===== src/rtl/wtu_lvl_n.sv =====
// Multi-level Haar wavelet unit: LEVELS cascaded pair stages, one tagged coefficient stream out.
// One register stage per level; output selection is registered and held while out_ready is low.
module wtu_lvl_n #(
  parameter int DATA_W = 24,
  parameter int LEVELS = 3
) (
  input  logic                     clk,
  input  logic                     rst,
  input  logic signed [DATA_W-1:0] in_data,
  input  logic                     in_valid,
  output logic                     in_ready,
  output logic signed [DATA_W-1:0] out_data,
  output logic [2:0]               out_lvl,
  output logic                     out_hp,
  output logic                     out_valid,
  input  logic                     out_ready
);

  localparam int L = LEVELS;
  typedef logic signed [DATA_W-1:0] smp_t;
  localparam smp_t SMIN = {1'b1, {(DATA_W-1){1'b0}}};
  localparam smp_t SMAX = ~SMIN;

  smp_t       in_reg [L];
  smp_t       a_reg  [L];
  smp_t       hp_reg [L];
  smp_t       lp_reg;
  logic [L-1:0] in_full, have_a, hp_full;
  logic       lp_full;
  logic [2:0] grant;

  smp_t       lp_val   [L];
  smp_t       hp_val   [L];
  smp_t       n_hp_reg [L];
  smp_t       n_lp_reg;
  smp_t       n_data;
  logic [L-1:0] clr_hp, take, pair, load_in, n_hp_full;
  logic [L:0] room;
  logic       hs, clr_lp, n_lp_full, n_found, n_hp;
  logic [2:0] n_grant, n_lvl;

  for (genvar g = 0; g < L; g++) begin : g_arith
    logic signed [DATA_W:0] sum, dif;
    assign sum = {a_reg[g][DATA_W-1], a_reg[g]} + {in_reg[g][DATA_W-1], in_reg[g]};
    assign dif = {a_reg[g][DATA_W-1], a_reg[g]} - {in_reg[g][DATA_W-1], in_reg[g]};
    assign lp_val[g] = sum[DATA_W:1];
    assign hp_val[g] = (dif[DATA_W] != dif[DATA_W-1]) ? (dif[DATA_W] ? SMIN : SMAX)
                                                      : dif[DATA_W-1:0];
  end

  always_comb begin
    hs     = out_valid && out_ready;
    clr_lp = hs && (grant == 3'(L));
    for (int i = 0; i < L; i++) clr_hp[i] = hs && (grant == 3'(i));

    // Walk from the output back so each level sees whether its downstream slot frees up.
    room    = '0;
    take    = '0;
    pair    = '0;
    room[L] = !lp_full || clr_lp;
    for (int i = L - 1; i >= 0; i--) begin
      pair[i] = in_full[i] && have_a[i] && (!hp_full[i] || clr_hp[i]) && room[i+1];
      take[i] = in_full[i] && (!have_a[i] || pair[i]);
      room[i] = !in_full[i] || take[i];
    end
    in_ready = !rst && room[0];

    load_in    = '0;
    load_in[0] = in_valid && in_ready;
    for (int i = 1; i < L; i++) load_in[i] = pair[i-1];

    for (int i = 0; i < L; i++) begin
      n_hp_full[i] = (hp_full[i] && !clr_hp[i]) || pair[i];
      n_hp_reg[i]  = pair[i] ? hp_val[i] : hp_reg[i];
    end
    n_lp_full = (lp_full && !clr_lp) || pair[L-1];
    n_lp_reg  = pair[L-1] ? lp_val[L-1] : lp_reg;

    // Lowest level wins; the low band only when no high band is pending.
    n_found = n_lp_full;
    n_grant = 3'(L);
    n_data  = n_lp_reg;
    n_lvl   = 3'(L);
    n_hp    = 1'b0;
    for (int i = L - 1; i >= 0; i--) begin
      if (n_hp_full[i]) begin
        n_found = 1'b1;
        n_grant = 3'(i);
        n_data  = n_hp_reg[i];
        n_lvl   = 3'(i + 1);
        n_hp    = 1'b1;
      end
    end
  end

  always_ff @(posedge clk) begin
    if (rst) begin
      in_full   <= '0;
      have_a    <= '0;
      hp_full   <= '0;
      lp_full   <= 1'b0;
      out_valid <= 1'b0;
      out_data  <= '0;
      out_lvl   <= '0;
      out_hp    <= 1'b0;
      grant     <= '0;
    end else begin
      in_full <= (in_full & ~take) | load_in;
      have_a  <= have_a ^ take;
      hp_full <= n_hp_full;
      lp_full <= n_lp_full;
      if (!out_valid || out_ready) begin
        out_valid <= n_found;
        grant     <= n_grant;
        if (n_found) begin
          out_data <= n_data;
          out_lvl  <= n_lvl;
          out_hp   <= n_hp;
        end
      end
    end
  end

  always_ff @(posedge clk) begin
    if (load_in[0]) in_reg[0] <= in_data;
    for (int i = 1; i < L; i++) begin
      if (load_in[i]) in_reg[i] <= lp_val[i-1];
    end
    for (int i = 0; i < L; i++) begin
      if (take[i] && !have_a[i]) a_reg[i] <= in_reg[i];
      hp_reg[i] <= n_hp_reg[i];
    end
    lp_reg <= n_lp_reg;
  end

endmodule


===== config.mk =====
export PLATFORM = sky130hd
export DESIGN_NAME = wtu_lvl_n
export DESIGN_NICKNAME = d
export VERILOG_FILES = /design/src/rtl/wtu_lvl_n.sv
export SDC_FILE = /design/constraint.sdc
export NUM_CORES = 1
export LEC_CHECK = 0
export ABC_AREA = 1
export CORE_MARGIN = 5
export CORE_UTILIZATION = 40
export CTS_CLUSTER_DIAMETER = 150
export DETAILED_ROUTE_END_ITERATION = 10
export PLACE_DENSITY = 0.63
export SLEW_MARGIN = 20
export SYNTH_ARGS = -nofsm -noshare
export SYNTH_HDL_FRONTEND = slang
export SYNTH_SLANG_ARGS = --single-unit

===== constraint.sdc =====
create_clock -name clk -period 7.8 [get_ports clk]
set_clock_uncertainty 0.1 [all_clocks]
set_input_delay 1.17 -clock clk [delete_from_list [all_inputs] [get_ports clk]]
set_output_delay 1.17 -clock clk [all_outputs]
set_load 0.01 [all_outputs]

Yosys cells after proc, flatten, opt, wreduce, memory -nomap -nowiden
Memories as Yosys holds them, arrays and structs flattened.
Cells that the tools add are included.

storage, ports and cells
  bits in registers = 66
  input port bits = 28
  logic and storage cells = 124
  memories = 3
  output and inout port bits = 30
  memory bits (writable) = 216

memories
  name    words  bits a word  read ports  clocked after Yosys merged registers in  wr ports  RTL line  source
  a_reg   3      24           3           0                                        3         25        smp_t a_reg [L];
  hp_reg  3      24           3           0                                        3         26        smp_t hp_reg [L];
  in_reg  3      24           3           0                                        3         24        smp_t in_reg [L];

operators by class
  multiplexer cells = 36
  eq/ne operators = 6
  bitwise gates (word level) = 4
  reductions and logical operators = 59
  add/subtract/negate cells = 6

operators with widths
  kind                                           number
  2-to-1 mux 24 bit                              13
  adder 24 x 24 -> 25 bit                        3
  subtractor 24 x 24 -> 25 bit                   3
  logical AND 1 bit                              26
  2-to-1 mux 1 bit                               20
  logical NOT 1 bit                              16
  logical OR 1 bit                               15
  2-to-1 mux 3 bit                               3
  == test 3 x 2 -> 1 bit, second input constant  2
  bitwise AND 3 bit                              1
  == test 3 x 1 -> 1 bit, second input constant  1
  logical NOT 3 bit                              1
  != test 1 bit                                  3
  inverter 3 bit                                 1
  bitwise OR 3 bit                               1
  XOR 3 bit                                      1
  AND reduction 2 bit                            1

Logic depth before layout (Yosys ltp)
  depth in word-level cells = 20
  mapped depth = 25
  mapped depth without buffers = 22

Least setup slack after synthesis
Ideal clock, no wire load.

  path type = input-to-reg
  start = input out_ready
  end = memory in_reg[0][0] (netlist name), enable pin
  path buffers = 2
  stages on the path = 12
  arrival = 4.518 ns
  slack = 2.742 ns
  library setup time = 0.440 ns
  required time = 7.260 ns
  cell sequence = nand2_1 > inv_2 > a31oi_1 > o21ai_1 > nand2_2 > nand2_2 > nand2_2 > inv_1 > buf_4 > buf_2 > nor3_1 > nor3b_1

RTL lines
  what                RTL line  source
  start: declaration  16        input logic out_ready
  end: declaration    24

Worst setup path after layout
  start = input out_ready
  end = output in_ready

on the way
  word-level cells in the longest chain between the ends = 17
  elaborated cells on any way between the ends = 25
  those cells by class = reduce/logical (25)

ends and longest elaborated chain
  what                            RTL line  source
  logical AND 1 bit *             52        hs = out_valid && out_ready;
  logical AND 1 bit               54        for (int i = 0; i < L; i++) clr_hp[i] = hs && (grant == 3'(i));
  logical OR 1 bit                62        pair[i] = in_full[i] && have_a[i] && (!hp_full[i] || clr_hp[i]) && room[i+1];
  logical AND 1 bit (2 in a row)  62
  logical OR 1 bit                63        take[i] = in_full[i] && (!have_a[i] || pair[i]);
  logical AND 1 bit               63
  logical OR 1 bit                64        room[i] = !in_full[i] || take[i];
  logical AND 1 bit               62
  logical OR 1 bit                63
  logical AND 1 bit               63
  logical OR 1 bit                64
  logical AND 1 bit *             62
  logical OR 1 bit *              63
  logical AND 1 bit *             63
  logical OR 1 bit *              64
  logical AND 1 bit *             66        in_ready = !rst && room[0];
  end: declaration                11        output logic in_ready,

Mark *: on every way between the ends. The rest lies on a longest branch, timed or not.

==> run summary <==
count of endpoints failing setup in the final report = 0
horizontal extent of the die = 229.0 µm
CP Data Arrival Time = 3.90 ns
standard-cell row count = 80
Worst Path Max Fanout = 52
number of gates given a new drive strength after cts = 0
part of the Yosys area used for sequential elements = 0.3673
EDFF count, synth = 144
DRT antenna net count = 0
number of distinct library cell variants in the gate-level netlist after synthesis = 54
number of antenna violations at the first check in global routing = 0
headroom to the max-slew limit = 0.3416
Total Wirelength = 63.48 mm
final layout net count = 2,757
CTS clk-pin slew, worst paths = 0.06 ns
run status = finished, final reports clean
measured slew at the worst slew-check pin = 0.9840 ns
setup TNS = 0 ns
Synth Cell Area = 19,180 µm²
TritonCTS clock tree = done
largest net degree at the start of global routing = 53
postcts setup bufs = 0
share of the clock period used by the worst path = 0.6623
routed length per placed instance = 19.72 µm
post-detailed-placement half-perimeter wirelength = 51.19 mm
slowest stage cell, crit path = clkdlybuf4s50_1
Async SR Flop Fraction = 0
vias in the first global route = 16,770
overflow left after global routing = 0
flip-flop and latch count after synthesis = 280
CTS Sinks = 280
Achievable Freq = 0.1936 GHz
synthesized netlist cell count = 2,572
highest metal used = met4
Worst setup EP type = output pin
standard cell area after detailed placement = 20,010 µm²
Routed met1 length = 26.28 mm
proportion of netlist area held by the largest area contributor = 0.2254
worst-skew pair later-pin latency = 0.55 ns
worst-case vdd ir drop = 0.2169 mV
most frequent CP cell = nand2_2
CTS HTree Levels = 2
Die ar. = 52,440 µm²
Iter 0 DRT Violations = 1,032
family with the most delay on the worst path = buffers and inverters
Avg Vias per Cell = 5.214
port buffer count = 56
worst-case clock buffer depth = 3
final cell utilization of the core = 0.4436
overall via count from detail_route = 16,788
final slew viol count = 0
chain of cells forming the critical path = clkdlybuf4s50_1 -> nand2_1 -> inv_2 -> a31oi_1 -> o21ai_1 -> nand2_2 -> nand2_2 -> nand2_2 -> inv_1 -> buf_4 -> nor3_1 -> nor2_1 -> clkdlybuf4s50_1
initial core utilization = 0.4035
peak per-stage delay on the critical path = 0.54 ns
aggregate global-route resource usage = 0.2356
hold_buf cts = 0
startpoint-to-endpoint class of the critical path = primary input to output pin
first-pass GRT wire length = 97.36 mm
DRC violations left = 0
number of warning messages in the yosys log = 0
clock buffers created by TritonCTS = 34
layout-stage area growth over the synthesis result = 9.934%
average cell area after synthesis = 7.459 µm²
type of the tightest min-delay check = flop to flop
die height = 229.0 µm
worst path required time = 6.53 ns
detailed route wirelength on metal3 = 2.541 mm
Filler cells = 4,835
WL met2 = 32.53 mm
cell at the root of the clock tree = clkbuf_16
synthesized netlist net count = 2,750
startpoint type of the worst setup path = primary input
area of the core region = 47,550 µm²
number of hold-slack violations in the final timing report = 0
commonest register cell after synthesis = edfxtp_1
top-level I/O count = 58
maximum capacitance violations = 0
unrepaired setup endpoints after global routing = false
Non-Filler Cell Area, Final = 21,090 µm²
CP Buf/Inv Count = 5
shortest clock period the worst path allows after layout = 5.166 ns
areal power density over the cells = 174.3 nW/µm²
number of search-and-repair iterations in the first detailed-routing pass = 5
layout cell share with drive strength beyond 1 = 0.06334
dominant cell type by area after synthesis = edfxtp_1
Synth area leaders = edfxtp_1, dfxtp_1, nand2_1
placer's final routability congestion estimate = 0.9965
total inserted antenna cells = 0
Static Leakage = 9.823 nW
==> synthesized netlist by cell type, drive strengths merged, types with 3 or more instances <==
cell and instances:
edfxtp 144, o31a 3, a21o 4, clkbuf 12, ha 144, nand2 659
a21oi 190, buf 84, inv 369, nor3 22, o21ai 107, nor4 11
o211ai 6, dfxtp 136, fa 6, o31ai 7, or2 35, a2bb2oi 7
o21a 11, nand3 156, xor2 94, a21boi 36, and2 10, o21bai 19
nand4 40, a31oi 16, nor2 233
==> per-stage QoR <==
step / power [mW] / instances / hold slack, ns / setup WS (ns)
2_1_floorplan: 2.011 / 2572 / 0.3223 / 2.742
3_5_place_dp: 2.165 / 3158 / 0.3406 / 2.575
4_1_cts: 3.713 / 3220 / 0.3584 / 2.634
6_report: 3.676 / 3220 / 0.3555 / 2.634
3_3_place_gp: 2.160 / 3158 / 0.3419 / 2.643
5_1_grt: 3.837 / 3220 / 0.3785 / 2.388
==> worst min-delay path: cells and delay by family, from the launching register on <==
family | cells | cell delay, ns
flops | 1 | 0.31
simple gates | 2 | 0.12
==> cells in the final DEF, fill, tap and decap left out, drive strengths merged, types with 7 or more instances in the layout <==
cell	count
a21boi	36
a21oi	190
a2bb2oi	7
a31oi	16
and2	10
buf	11
clkbuf	46
clkdlybuf4s50	56
clkinv	10
dfxtp	136
edfxtp	144
ha	144
inv	374
nand2	659
nand3	156
nand4	40
nor2	233
nor3	22
nor4	11
o21a	11
o21ai	107
o21bai	19
o31ai	7
or2	35
xor2	94
==> final cells by class <==
cell class / instances / area [µm²] / area share
multi-input cells: 1826 / 10170 / 0.4821
flip-flops and latches: 280 / 7047 / 0.3341
inverters: 370 / 1389 / 0.06586
clock buffers: 46 / 937.1 / 0.04444
well taps: 615 / 769.5 / 0.03649
repair buffers: 67 / 643.1 / 0.03050
clock inverters: 16 / 137.6 / 0.006526
==> where the power goes <==
part,switching [mW],leakage (nW),internal (mW)
clock network,0.649,0.531,0.889
logic,0.315,6.87,0.161
registers,0.0299,2.42,1.63
==> layer usage <==
| metal | track usage | vias to the layer above |
|---|---|---|
| met3 | 0.02824 | 103 |
| met1 | 0.2842 | 7895 |
| met5 | 0 | - |
| met4 | 0.07705 | 0 |
| met2 | 0.4357 | 467 |
| li1 | - | 8323 |
==> path summary, 6_finish.rpt <==
check	cells past startpoint	slack, ns	end	startpoint
worst min register to register	2	0.36	lp_reg[6]$_DFF_P_	lp_reg[6]$_DFF_P_
worst max-delay path	13	2.63	in_ready	out_ready
worst max register to register	16	3.84	out_data[0]$_SDFFE_PP0P_	out_valid$_SDFFE_PP0P_
worst min-delay path	2	0.36	lp_reg[6]$_DFF_P_	lp_reg[6]$_DFF_P_
==> cell families after synthesis <==
group	after synthesis	synth area share
compound gates	410	0.1262
other cells	1	0.0001955
simple gates	1171	0.2595
xor+xnor	94	0.04292
fa+ha+maj	150	0.1002
buf+inv	466	0.1036
flops	280	0.3673
No activity file was read; power rests on OpenSTA's default activity.
